**src/rtl/pe_in_sequencer_pkg.sv**
```systemverilog
// Shared PE types: the input packet, PE beat states and the sequencer FSM encoding.
// Also holds the geometry parameters used by the input sequencer.
package pe_in_sequencer_pkg;

  localparam int unsigned DATA_WID = 8;
  localparam int unsigned ICP_NUM  = 4;
  localparam int unsigned ADDR_B   = 4;
  localparam int unsigned KER_SZ   = 9;
  localparam int unsigned NWIN_B   = 3;

  typedef enum logic [1:0] {
    INVALID  = 2'd0,
    VALID    = 2'd1,
    CNN_FIN  = 2'd2,
    POOL_FIN = 2'd3
  } PE_STATE;

  typedef enum logic [1:0] {
    IDLE   = 2'd0,
    LOAD_W = 2'd1,
    STREAM = 2'd2
  } SEQ_STATE;

  typedef struct packed {
    PE_STATE                           PE_state;
    logic [ICP_NUM-1:0][DATA_WID-1:0]  A;
    logic [ICP_NUM-1:0]                wrb;
    logic [ADDR_B-1:0]                 wrb_addr;
    logic [DATA_WID-1:0]               wrb_data;
    logic [ADDR_B-1:0]                 rdb_addr;
  } PE_IN_PACKET;

  // A window count of zero is treated as a single window.
  function automatic logic [NWIN_B-1:0] eff_nwin(input logic [NWIN_B-1:0] n);
    return (n == '0) ? NWIN_B'(1) : n;
  endfunction

endpackage

```
**src/rtl/pe_in_sequencer_if.sv**
```systemverilog
// Command, weight/activation handshake and PE packet bundle of the input sequencer.
// master = sequencer side, slave = fetch/command environment.
interface pe_in_sequencer_if;
  import pe_in_sequencer_pkg::*;

  logic                         start;
  logic                         cfg_load_w;
  logic [NWIN_B-1:0]            cfg_nwin;
  logic                         w_valid;
  logic [DATA_WID-1:0]          w_data;
  logic                         w_ready;
  logic                         a_valid;
  logic [ICP_NUM*DATA_WID-1:0]  a_data;
  logic                         a_ready;
  PE_IN_PACKET                  pe_in_pk;
  logic                         busy;
  logic                         done;

  modport master (
    input  start, cfg_load_w, cfg_nwin, w_valid, w_data, a_valid, a_data,
    output w_ready, a_ready, pe_in_pk, busy, done
  );

  modport slave (
    output start, cfg_load_w, cfg_nwin, w_valid, w_data, a_valid, a_data,
    input  w_ready, a_ready, pe_in_pk, busy, done
  );

endinterface

```
**src/rtl/pe_in_sequencer_seq_counter.sv**
```systemverilog
// Tap / window counter pair: tap wraps at KER_SZ-1, window advances on each wrap
// when enabled. Flags are decoded combinationally from the counter registers.
module pe_seq_counter
  import pe_in_sequencer_pkg::*;
(
  input  logic               clk,
  input  logic               reset,
  input  logic               clr,
  input  logic               step,
  input  logic               count_win,
  input  logic [NWIN_B-1:0]  nwin,
  output logic [ADDR_B-1:0]  tap_cnt,
  output logic [NWIN_B-1:0]  win_cnt,
  output logic               last_tap_c,
  output logic               last_win_c
);

  assign last_tap_c = (tap_cnt == ADDR_B'(KER_SZ - 1));
  assign last_win_c = (win_cnt == (nwin - NWIN_B'(1)));

  always_ff @(posedge clk) begin
    if (!reset) begin
      tap_cnt <= '0;
      win_cnt <= '0;
    end else if (clr) begin
      tap_cnt <= '0;
      win_cnt <= '0;
    end else if (step) begin
      if (last_tap_c) begin
        tap_cnt <= '0;
        // Last window wraps to zero so the counter never reaches nwin.
        if (count_win) win_cnt <= last_win_c ? '0 : win_cnt + NWIN_B'(1);
      end else begin
        tap_cnt <= tap_cnt + ADDR_B'(1);
      end
    end
  end

endmodule

```
**src/rtl/pe_in_sequencer.sv**
```systemverilog
// Producer side of the PE input-packet interface: optional broadcast weight load,
// then NWIN windows of ICP_NUM-lane activations tagged CNN_FIN / POOL_FIN.
module pe_in_sequencer
  import pe_in_sequencer_pkg::*;
(
  input  logic                 clk,
  input  logic                 reset,
  pe_in_sequencer_if.master    bus
);

  SEQ_STATE           state, state_next;
  PE_IN_PACKET        pk_q, pk_next;
  logic               busy_q, busy_next;
  logic               done_q, done_next;
  logic [NWIN_B-1:0]  nwin_q, nwin_next;

  logic               cnt_clr, cnt_step, cnt_win;
  logic [ADDR_B-1:0]  tap_cnt;
  logic [NWIN_B-1:0]  win_cnt;
  logic               last_tap, last_win;

  pe_seq_counter u_cnt (
    .clk        (clk),
    .reset      (reset),
    .clr        (cnt_clr),
    .step       (cnt_step),
    .count_win  (cnt_win),
    .nwin       (nwin_q),
    .tap_cnt    (tap_cnt),
    .win_cnt    (win_cnt),
    .last_tap_c (last_tap),
    .last_win_c (last_win)
  );

  // Ready is decoded from the registered state only.
  assign bus.w_ready  = (state == LOAD_W);
  assign bus.a_ready  = (state == STREAM);
  assign bus.pe_in_pk = pk_q;
  assign bus.busy     = busy_q;
  assign bus.done     = done_q;

  always_ff @(posedge clk) begin
    if (!reset) begin
      state  <= IDLE;
      pk_q   <= '0;
      busy_q <= 1'b0;
      done_q <= 1'b0;
      nwin_q <= NWIN_B'(1);
    end else begin
      state  <= state_next;
      pk_q   <= pk_next;
      busy_q <= busy_next;
      done_q <= done_next;
      nwin_q <= nwin_next;
    end
  end

  always_comb begin
    state_next = state;
    pk_next    = '0;
    done_next  = 1'b0;
    nwin_next  = nwin_q;
    cnt_clr    = 1'b0;
    cnt_step   = 1'b0;
    cnt_win    = 1'b0;

    unique case (state)
      IDLE: begin
        if (bus.start) begin
          nwin_next  = eff_nwin(bus.cfg_nwin);
          cnt_clr    = 1'b1;
          state_next = bus.cfg_load_w ? LOAD_W : STREAM;
        end
      end

      LOAD_W: begin
        if (bus.w_valid) begin
          pk_next.wrb      = '1;
          pk_next.wrb_addr = tap_cnt;
          pk_next.wrb_data = bus.w_data;
          cnt_step         = 1'b1;
          if (last_tap) state_next = STREAM;
        end
      end

      STREAM: begin
        if (bus.a_valid) begin
          for (int unsigned i = 0; i < ICP_NUM; i++) begin
            pk_next.A[i] = bus.a_data[i*DATA_WID +: DATA_WID];
          end
          pk_next.rdb_addr = tap_cnt;
          cnt_step         = 1'b1;
          cnt_win          = 1'b1;
          if (last_tap && last_win) begin
            pk_next.PE_state = POOL_FIN;
            done_next        = 1'b1;
            state_next       = IDLE;
          end else if (last_tap) begin
            pk_next.PE_state = CNN_FIN;
          end else begin
            pk_next.PE_state = VALID;
          end
        end
      end

      default: state_next = IDLE;
    endcase

    // Busy stays up through the cycle that carries done.
    busy_next = (state_next != IDLE) || done_next;
  end

endmodule
```
**src/flat_wrapper.sv**
```systemverilog
// flat-port wrapper written by rule: the top's interface ports become plain ports
module pe_in_sequencer_flat import pe_in_sequencer_pkg::*;
  (clk, reset, bus_start, bus_cfg_load_w, bus_cfg_nwin, bus_w_valid, bus_w_data, bus_a_valid, bus_a_data, bus_w_ready, bus_a_ready, bus_pe_in_pk, bus_busy, bus_done);
  pe_in_sequencer_if bus_i ();
  input  logic clk;
  input  logic reset;
  input wire logic [$bits(bus_i.start)-1:0] bus_start;
  input wire logic [$bits(bus_i.cfg_load_w)-1:0] bus_cfg_load_w;
  input wire logic [$bits(bus_i.cfg_nwin)-1:0] bus_cfg_nwin;
  input wire logic [$bits(bus_i.w_valid)-1:0] bus_w_valid;
  input wire logic [$bits(bus_i.w_data)-1:0] bus_w_data;
  input wire logic [$bits(bus_i.a_valid)-1:0] bus_a_valid;
  input wire logic [$bits(bus_i.a_data)-1:0] bus_a_data;
  output wire logic [$bits(bus_i.w_ready)-1:0] bus_w_ready;
  output wire logic [$bits(bus_i.a_ready)-1:0] bus_a_ready;
  output wire logic [$bits(bus_i.pe_in_pk)-1:0] bus_pe_in_pk;
  output wire logic [$bits(bus_i.busy)-1:0] bus_busy;
  output wire logic [$bits(bus_i.done)-1:0] bus_done;
  assign bus_i.start = bus_start;
  assign bus_i.cfg_load_w = bus_cfg_load_w;
  assign bus_i.cfg_nwin = bus_cfg_nwin;
  assign bus_i.w_valid = bus_w_valid;
  assign bus_i.w_data = bus_w_data;
  assign bus_i.a_valid = bus_a_valid;
  assign bus_i.a_data = bus_a_data;
  assign bus_w_ready = bus_i.w_ready;
  assign bus_a_ready = bus_i.a_ready;
  assign bus_pe_in_pk = bus_i.pe_in_pk;
  assign bus_busy = bus_i.busy;
  assign bus_done = bus_i.done;
  pe_in_sequencer u_core (.clk(clk), .reset(reset), .bus(bus_i));
endmodule
```
**config.mk**
```make
export PLATFORM = sky130hd
export DESIGN_NAME = pe_in_sequencer_flat
export DESIGN_NICKNAME = d
export VERILOG_FILES = /design/src/rtl/pe_in_sequencer_pkg.sv /design/src/rtl/pe_in_sequencer_if.sv /design/src/rtl/pe_in_sequencer_seq_counter.sv /design/src/rtl/pe_in_sequencer.sv /design/src/flat_wrapper.sv
export SDC_FILE = /design/constraint.sdc
export NUM_CORES = 1
export LEC_CHECK = 0
export BUFFER_PORTS_ARGS = -buffer_cell sky130_fd_sc_hd__buf_2
export CORE_MARGIN = 4
export CORE_UTILIZATION = 41
export DETAILED_ROUTE_END_ITERATION = 8
export MAX_ROUTING_LAYER = met4
export PLACE_DENSITY_LB_ADDON = 0.12
export SLEW_MARGIN = 40
export SYNTH_ARGS = -nofsm -noshare
export SYNTH_HDL_FRONTEND = slang
export SYNTH_HIERARCHICAL = 1
export SYNTH_SLANG_ARGS = --single-unit
```
**constraint.sdc**
```tcl
create_clock -name clk -period 1.75 [get_ports clk]
set_clock_uncertainty 0.05 [all_clocks]
set_input_delay 0 -clock clk [delete_from_list [all_inputs] [get_ports clk]]
set_output_delay 0 -clock clk [all_outputs]
set_load 0.05 [all_outputs]
```
==> out/qor.txt <==
Status - complete, but fails checks
Failing checks - negative setup slack
Syn nets - 265
EDFF count, synth - 0
Detailed Place HPWL - 3550 µm
Worst-path clk slew - 80 ps
Longest Clk Path Bufs - 2
Worst vdd ir - 0.533 mV
Remaining Overflow, GRT - 0
Area grow syn2layout - 62.2%
Antenna viol nets, final - 0
H-Tree Depth - 3
First-pass iteration count of the detailed router - 4
Slew Viols, Final - 0
Top cell type's share of synthesized area - 0.588
Top cells by area, synth - dfxtp_1 (59%), and2_1 (14%), ha_1 (4.5%), nand2_1 (1.9%), a21boi_0 (1.7%)
Yosys cell types - 33
PD cells - 836 nW/µm²
Cell Area, Placed - 2920 µm²
GRT Max-Usage Layer - met2
Mean routed wirelength per cell - 12.1 µm
Vias - 1946
Met1 usage - 0.192
Die Y - 81.5 µm
Minimum clock period - 1820 ps
Count leader, synth - dfxtp_1
Slowest CP cell - dfxtp_2
#FFs+latches synth - 65
Post-synth ARST share - 0
Number of synthesis warnings - 6
Port Buffer Count - 106
Initial Utilization - 0.428
Clk Latency, worst-skew pair - 330 ps
Design Area, Final - 3590 µm²
Kind of critical path - reg -> reg
Worst-path cell chain - inv_2 > ha_4 > xor2_2 > nand3_2 > inv_2 > nand3_2 > a221oi_2 > a211oi_2 > or3_1
RSZ-0062 raised after global routing - true
Sequential share of the synthesized area - 0.588
Hold Fails Final Rpt - 0
Max incr delay on CP - 340 ps
Largest net degree at the start of global routing - 39
Max-cap violation count - 0
Routed WL - 5470 µm
Crit path DAT - 1980 ps
Die Width - 81.5 µm
Final worst path period share - 1.04
Cells after Synth - 208
Vias per cell - 4.30
Final GP Congestion - 0.848
Crit path launch type - flop
TritonCTS Buffers - 9
Max_slew headroom - 0.751
Die area - 6630 µm²
Post-synth top area cell - dfxtp_1
Static leakage - 1.77 nW
Top_reg_cell synth - dfxtp_1
ANT cells - 0
Cell Area, Synth - 2210 µm²
Initial drt markers - 45
Total core area - 5170 µm²
Worst-Margin Slew - 373 ps
Initial antenna violation count - 0
CTS Sinks - 65
Root buffer cell - clkbuf_8
CP Capture Type - flop
DRC - 0
Multi-input logic area - 885 µm²
Post-route worst setup slack - -73.0 ps
Syn Area/Cell - 10.6 µm²
# rows - 26
Sequential Area - 1310 µm²
Top cells by instance count after synthesis - dfxtp_1 (65), and2_1 (49), nand2_1 (11)
Hold Path Class - in -> reg
Fmax achieved - 0.549 GHz
Top Ports - 107
# fillers - 407
Share of cells above drive strength 1 - 0.413
Finished Core Util - 0.694
Power, Total - 3.00 mW
First-pass GRT wire length - 8850 µm
Final setup vio count - 1
Global-route met3 utilization - 0.0439
CTS tree - done
CP Max Fanout - 3
Vias in the first global route - 1979
Gr usage total - 0.182
Nets@finish - 435
M2 GR Usage - 0.319
Req. time, crit path - 1910 ps
==> state kept, by name, summed over array words and instances, names as in the netlist <==
register,cells
u_core/u_cnt/win_cnt,3
u_core/u_cnt/tap_cnt,4
u_core/state,2
u_core/bus.pe_in_pk,51
u_core/bus.busy,1
u_core/nwin_q,3
u_core/bus.done,1
==> cells by family (layout without fill, tap and decap cells) <==
logic type	count (synthesis)	count (layout)	share of synthesized area
multiplexers	1	1	0.00453
adder cells (fa/ha/maj)	8	8	0.0453
AND/OR/NAND/NOR	90	90	0.238
XOR/XNOR	3	3	0.0181
AO/OA/AOI/OAI	22	22	0.0673
buffers and inverters	19	194	0.0385
flip-flops	65	65	0.588
==> area by class of cell <==
type / count / share of cell area
tap: 70 / 0.0244
multi-input combinational: 124 / 0.247
clock inverter: 6 / 0.00976
timing repair buffer: 168 / 0.310
sequential: 65 / 0.364
inverter: 10 / 0.0105
clock buffer: 10 / 0.0356
==> what timing repair did <==
item,CTS,global route
hold buffers,46,0
pin swaps,4,2
gates resized for setup,5,4
setup buffers,1,1
hold endpoints to repair,45,0
cloned,0,0
setup endpoints to repair,2,2
==> routing by layer <==
metal  vias up  share of wire  routed length [µm]
met1       879           0.39                2150
met4         0          0.014                  78
met2        54           0.54                2940
li1       1005              -                   -
met5         -              0                   0
met3         8          0.057                 310
==> metrics by stage <==
step | hold WS [ps] | setup slack (ps) | TNS (ps) | instances
after global routing | 82.0 | -185 | -185 | 453
after CTS | 44.1 | -80.0 | -80.0 | 452
final | 63.7 | -73.0 | -73.0 | 453
after global placement | 149 | -115 | -115 | 389
after detailed placement | 151 | -164 | -164 | 389
after floorplan | 26.1 | -108 | -150 | 208
==> placed cells by master, fill, tap and decap left out, drive strengths merged <==
cell and instances:
buf 122, dfxtp 65, and2 50, dlygate4sd3 46
nand2 11, clkbuf 10, inv 10, ha 8
a21oi 6, nand3 6, a21boi 5, nor2 5
o21ai 5, clkinv 4, and3 4, nor3 3
nand2b 3, clkinvlp 2, a31oi 2, nand3b 2
nor2b 2, xor2 2, o21a 1, a221oi 1
a211oi 1, a21o 1, or3 1, xnor3 1
and3b 1, nor4 1, nand4b 1, mux2i 1
==> worst max-delay path, delay by kind of cell, from the launching register on <==
| family | cells | cell delay [ps] |
|---|---|---|
| and+or+nand+nor | 3 | 480 |
| DFF | 1 | 340 |
| AOI/OAI and AO/OA | 2 | 320 |
| adders and majority gates | 1 | 260 |
| xor gates and xnor gates | 1 | 140 |
| buffers and inverters | 2 | 130 |
==> worst paths after layout <==
kind	to	startpoint	cells past startpoint	slack (ps)
worst max register to register	u_core/bus.busy	u_core/nwin_q[0]	9	-70
worst min register to register	u_core/nwin_q[1]	u_core/nwin_q[1]	2	440
worst min-delay path	u_core/state[1]	bus_a_valid	4	60
worst max-delay path	u_core/bus.busy	u_core/nwin_q[0]	9	-70
==> power breakdown <==
part           total, mW  internal (mW)  switching, mW
Combinational      0.420          0.213          0.208
Clock               1.06          0.503          0.558
Sequential          1.52           1.51         0.0122
(Power assumes the default switching activity.)
